$ cat config.mk
export PLATFORM = sky130hd
export DESIGN_NAME = mul_uart_tx
export DESIGN_NICKNAME = d
export VERILOG_FILES = /design/src/rtl/mul_uart_tx.sv
export SDC_FILE = /design/constraint.sdc
export NUM_CORES = 1
export LEC_CHECK = 0
export BUFFER_PORTS_ARGS = -buffer_cell sky130_fd_sc_hd__buf_2
export CAP_MARGIN = 10
export CORE_ASPECT_RATIO = 0.9
export CORE_UTILIZATION = 45
export CTS_CLUSTER_DIAMETER = 120
export CTS_CLUSTER_SIZE = 8
export DETAILED_ROUTE_END_ITERATION = 12
export PLACE_DENSITY_LB_ADDON = 0.25
export SETUP_SLACK_MARGIN = 0.15
export SYNTH_ARGS = -nofsm -noshare
export SYNTH_HDL_FRONTEND = slang
export SYNTH_SLANG_ARGS = --single-unit
$ cat constraint.sdc
create_clock -name clk -period 2.4 [get_ports clk]
set_input_delay 0.48 -clock clk [delete_from_list [all_inputs] [get_ports clk]]
set_output_delay 0.48 -clock clk [all_outputs]
set_load 0.02 [all_outputs]
$ cat src/rtl/mul_uart_tx.sv
`default_nettype none
// ============================================================================
// Module   : mul_uart_tx
// Function : UART 8N1 transmitter sending a captured 16-bit product as two
//            back-to-back frames, low byte first.
// Revision : 1.0
// ============================================================================
module mul_uart_tx #(
    parameter int CLKS_PER_BIT = 87
) (
    input  logic       clk,
    input  logic       rst_n,
    input  logic       start,
    input  logic [7:0] prod_low,
    input  logic [7:0] prod_high,
    output logic       tx,
    output logic       busy,
    output logic       done
);

    localparam int                CNT_W     = $clog2(CLKS_PER_BIT);
    localparam logic [CNT_W-1:0]  BAUD_LAST = CNT_W'(CLKS_PER_BIT - 1);

    typedef enum logic [1:0] {
        IDLE  = 2'd0,
        START = 2'd1,
        DATA  = 2'd2,
        STOP  = 2'd3
    } state_t;

    state_t           state;
    logic [CNT_W-1:0] baud;
    logic [2:0]       bit_idx;
    logic             byte_idx;
    logic [15:0]      shreg;
    logic             baud_end;

    assign baud_end = (baud == BAUD_LAST);

    // The shift register moves right once per data bit, so after the low
    // frame the high byte already sits in shreg[7:0] for the second frame.
    always_ff @(posedge clk or negedge rst_n) begin
        if (!rst_n) begin
            state    <= IDLE;
            baud     <= '0;
            bit_idx  <= '0;
            byte_idx <= 1'b0;
            shreg    <= '0;
            tx       <= 1'b1;
            busy     <= 1'b0;
            done     <= 1'b0;
        end else begin
            done <= 1'b0;
            case (state)
                IDLE: begin
                    tx   <= 1'b1;
                    busy <= 1'b0;
                    baud <= '0;
                    if (start) begin
                        shreg    <= {prod_high, prod_low};
                        byte_idx <= 1'b0;
                        state    <= START;
                        tx       <= 1'b0;
                        busy     <= 1'b1;
                    end
                end
                START: begin
                    if (baud_end) begin
                        baud    <= '0;
                        bit_idx <= '0;
                        state   <= DATA;
                        tx      <= shreg[0];
                    end else begin
                        baud <= baud + CNT_W'(1);
                    end
                end
                DATA: begin
                    if (baud_end) begin
                        baud  <= '0;
                        shreg <= {1'b0, shreg[15:1]};
                        if (bit_idx == 3'd7) begin
                            state <= STOP;
                            tx    <= 1'b1;
                        end else begin
                            bit_idx <= bit_idx + 3'd1;
                            tx      <= shreg[1];
                        end
                    end else begin
                        baud <= baud + CNT_W'(1);
                    end
                end
                STOP: begin
                    if (baud_end) begin
                        baud <= '0;
                        if (!byte_idx) begin
                            byte_idx <= 1'b1;
                            state    <= START;
                            tx       <= 1'b0;
                        end else begin
                            state <= IDLE;
                            busy  <= 1'b0;
                            done  <= 1'b1;
                        end
                    end else begin
                        baud <= baud + CNT_W'(1);
                    end
                end
                default: state <= IDLE;
            endcase
        end
    end

endmodule
`default_nettype wire

Word level (Yosys, flattened, before mapping)
Index checks and enable logic that the tools add are counted.

cells by class
  add/subtract/negate cells = 2
  multiplexer cells = 33
  reductions and logical operators = 11
  eq/ne operators = 13

operator list
  kind                 number
  $mux 16              2
  $pmux 16 s2          1
  $ne 2x2->1 const B   8
  $mux 1               15
  $pmux 7 s2           1
  $mux 2               5
  $mux 3               3
  $reduce_and 3->1     3
  $pmux 2 s4           1
  $reduce_and 4->1     2
  $add 7x1->7 const B  1
  $eq 7x7->1 const B   1
  $mux 7               1
  $pmux 3 s2           1
  $reduce_bool 2->1    3
  $reduce_and 5->1     1
  $eq 2x2->1 const B   2
  $pmux 1 s2           2
  $pmux 1 s4           1
  $add 3x1->3 const B  1
  $eq 3x3->1 const B   1
  $reduce_or 3->1      1
  $eq 2x1->1 const B   1
  $logic_not 2->1      1

storage, ports and cells
  output and inout bits = 3
  register bits = 32
  input bits = 19
  logic and storage cells = 67

Depth between registers and ports, before layout
  depth in word-level cells = 4
  depth in mapped cells = 8
  depth with buffers taken out = 6

Worst setup path before layout
OpenSTA, ideal clock, no wires.

  path type = reg2reg
  from = register state[0]
  to = register shreg[2]
  data arrival time = 1.712 ns
  library setup time = 0.125 ns
  data required time = 2.275 ns
  stages on the path, launching flop included = 7
  slack = 0.563 ns
  buffers on the path = 2
  clock period less this slack = 1.837 ns
  path through = dfrtp_1 -> inv_1 -> ha_1 -> buf_6 -> dlymetal6s2s_1 -> mux2_2 -> mux2_2

between the ends
  cells in the longest elaborated chain, start to end = 3
  elaborated cells between the ends (all ways) = 7
  those cells by class = eq/ne: 3; mux: 1; reduce/logical: 3

RTL lines
  item                                                              line  text
  from (decl)                                                       31    state_t state;
  from (signal assigned)                                            44    state <= IDLE;
  from (signal assigned)                                            62    state <= START;
  from (signal assigned)                                            71    state <= DATA;
  $eq 2x2->1 / $logic_not 2->1 (equally long branches)              54    case (state)
  $ne 2x2->1 (no line) / $reduce_bool 2->1 (equally long branches)  --
  $reduce_and 3->1 (no line)                                        --
  to (signal assigned)                                              60    shreg <= {prod_high, prod_low};
  to (signal assigned)                                              80    shreg <= {1'b0, shreg[15:1]};
  to (decl)                                                         35    logic [15:0] shreg;

Several ways; a longest one is shown, not always the timed one.
A chain may end at the register's enable or synchronous reset.

Final worst setup path
  from = register state[0]
  to = register shreg[3]

The elaborated chain is that of the path after synthesis.

==> flow_metrics.tcl <==
set metrics [dict create \
    p_per_area_nw_per_um2 480 \
    htree_levels 2 \
    path_cells "inv_1 > ha_1 > nand2b_1 > o21ai_0 > a21oi_4 > buf_4 > mux2_2" \
    fillCellCount 330 \
    fin_tns_setup_ns 0 \
    synth_top_area_share_pct 43.3 \
    crit_family "flip-flops" \
    antenna_found_initial 0 \
    hpwl_um 2290 \
    diodes 0 \
    rr_worst_depth 7 \
    fin_crit_ns 2.05 \
    reg2reg_slack_ns 0.35 \
    io_buffers 21 \
    worst_pin_slew_ns 0.695 \
    outcome "complete, no violations" \
    critPathLaunchType "flip-flop" \
    root_buffer "clkbuf_8" \
    hold_class "input pin to asynchronous set/reset pin" \
    synth_area_um2 1790 \
    critPathMaxFanout 16 \
    critPathCaptureType "flip-flop" \
    drive_above_1_share_pct 41.1 \
    cts-buffers-inserted 5 \
    relSlewSlack_pct 53.6 \
    die_w_um 68.5 \
    clk_latency_ns 0.28 \
    drt_wl_total_um 3090 \
    final_util_pct 52.9 \
    synthCells 143 \
    cp_data_arrival_time_ns 2.21 \
    setup_viol 0 \
    grt_max_degree 33 \
    firstDrtPassIters 4 \
    fin_nets 196 \
    die_area_um2 4240 \
    critPathBufInv 2 \
    drt-initial-drc-count 37 \
    fmax_ghz 0.488 \
    ir_drop_mv 0.393 \
    place_congestion 0.753 \
    grt_util_all_layers_pct 16.8 \
    grt_pass1_wl_um 5060 \
    core-area_um2 3760 \
    hold_violations 0 \
    pre_cts_slack_ns 0.264 \
    ys_seq_area_share_pct 44.7 \
    cts-hold-fix-buffers 0 \
    initial_utilization_pct 47.7 \
    syn_avg_cell_area_um2 12.5 \
    avgRoutedWirePerCell_um 14.4 \
    drtAntennaViolNets 0 \
    clockBufferDepth 2 \
    grt_pass1_vias 1153 \
    fin_ws_ns 0.349 \
    drc 0 \
    synth-seq-cells 32 \
    syn_nets 171 \
    required_ns 2.56 \
    power_leakage_nw 0.930 \
    cts_tree "yes" \
    rows 21 \
    chipHeight_um 61.9 \
    rsz0062_at_grt "no" \
    register_area_um2 802 \
    yosysTopAreaCell "dfrtp_1" \
    clkTransAtPathRegs_ns 0.06 \
    via_per_inst 5.41 \
    crit_type "flip-flop to flip-flop" \
    cp_num_cells 7 \
    power_mw 0.954 \
    multi_input_area_um2 905 \
    area_growth_pct 10.9 \
    maxCapViolCount 0 \
    crit_path_top_delay_cell "dfrtp_1" \
    finClkSkew_ns 0.00525 \
    cpPeakStageDelay_ns 0.41 \
    vias 1157 \
    cts-resized-gates 0 \
    synth_area_leaders "dfrtp_1 43%, mux2_2 14%, mux2_4 7.5%" \
    ios 22 \
    fin_crit_sh_pct 85.4 \
    clock-sinks 32 \
    overflow 0 \
    hold_ws_ns 0.241 \
    synth_warnings 0 \
    cts_setup_buffers 0 \
    slew_violations 0 \
    synth.distinct_cells 33 \
]
## worst reg2reg max path, cell delays in order (launching register included)
cell and delay (ns):
dfrtp_1 0.41, inv_1 0.12, ha_1 0.33, nand2b_1 0.15
o21ai_0 0.15, a21oi_4 0.13, buf_4 0.28, mux2_2 0.38
## worst paths after layout
path	start	endpoint
max reg2reg	state[0]$_DFFE_PN0P_	shreg[3]$_DFFE_PN0P_
min in group clk	prod_high[7]	shreg[15]$_DFFE_PN0P_
max in group asynchronous	rst_n	baud[3]$_DFF_PN0_
max	state[0]$_DFFE_PN0P_	shreg[3]$_DFFE_PN0P_
min	rst_n	baud[5]$_DFF_PN0_
min reg2reg	baud[0]$_DFF_PN0_	baud[0]$_DFF_PN0_
## cell usage in the layout (no fill, tap or decap), drive strengths merged
cell type  Yosys  final
mux2          32     32
dfrtp         31     31
buf            4     24
nor3          10     10
ha             9      9
o21ai          7      7
a21oi          7      7
clkbuf         1      6
inv            5      5
nand2          5      5
a22o           5      5
nand3          4      4
xnor2          3      3
nor2           3      3
xor2           2      2
mux2i          2      2
or2            2      2
nand4bb        1      1
and3           1      1
nand2b         1      1
o22ai          1      1
nand4b         1      1
o211a          1      1
and4           1      1
a21boi         1      1
o211ai         1      1
clkinv         0      1
dfstp          1      1
## logic make-up after synthesis
group | share of synthesized area, %
buffers and inverters | 4.95
DFF | 44.7
muxes | 23.1
and+or+nand+nor | 9.77
adders and majority gates | 6.28
AOI/OAI and AO/OA | 8.72
xor gates and xnor gates | 2.44
## per-layer routing
| layer | vias to the layer above | global-route usage, % | routed length (um) |
|---|---|---|---|
| met3 | 8 | 4.38 | 134 |
| met1 | 571 | 21.7 | 1440 |
| li1 | 558 | - | - |
| met5 | - | 0 | 0 |
| met4 | 0 | 8.93 | 65 |
| met2 | 20 | 26.1 | 1440 |
## where the power goes
group	switching (mW)	internal [mW]	leakage [nW]	total (mW)
Sequential	0	0.540	0.408	0.540
Clock	0.179	0.196	0.0410	0.376
Combinational	0.0182	0.0205	0.480	0.0387
## registers in the layout (all words and copies together), names as in the netlist
| name | flops |
|---|---|
| shreg | 16 |
| baud | 7 |
| bit_idx | 3 |
| state | 2 |
| busy | 1 |
| byte_idx | 1 |
| done | 1 |
| tx | 1 |
## synth_stat cells, drive strengths merged
| cell type | instances |
|---|---|
| a21boi | 1 |
| a21oi | 7 |
| a22o | 5 |
| and3 | 1 |
| and4 | 1 |
| buf | 4 |
| clkbuf | 1 |
| dfrtp | 31 |
| dfstp | 1 |
| dlymetal6s2s | 1 |
| ha | 9 |
| inv | 5 |
| mux2 | 32 |
| mux2i | 2 |
| nand2 | 5 |
| nand2b | 1 |
| nand3 | 4 |
| nand4b | 1 |
| nand4bb | 1 |
| nor2 | 3 |
| nor3 | 10 |
| o211a | 1 |
| o211ai | 1 |
| o21ai | 7 |
| o22ai | 1 |
| or2 | 2 |
| xnor2 | 3 |
| xor2 | 2 |
## per-stage QoR
| stage | cells | cell area [um2] |
|---|---|---|
| after floorplan | 143 | 1790 |
| after global placement | 207 | 1910 |
| after detailed placement | 207 | 1910 |
| after CTS | 214 | 1990 |
| after global routing | 214 | 1990 |
| final | 214 | 1990 |
## area by class of cell
| cell class | count | area share [%] |
|---|---|---|
| inverter | 5 | 0.944 |
| clock buffer | 6 | 3.65 |
| sequential | 32 | 40.3 |
| clock inverter | 1 | 0.252 |
| multi-input combinational | 100 | 45.5 |
| timing repair buffer | 24 | 6.42 |
| tap | 46 | 2.89 |
Power figures use the tool's default switching activity.
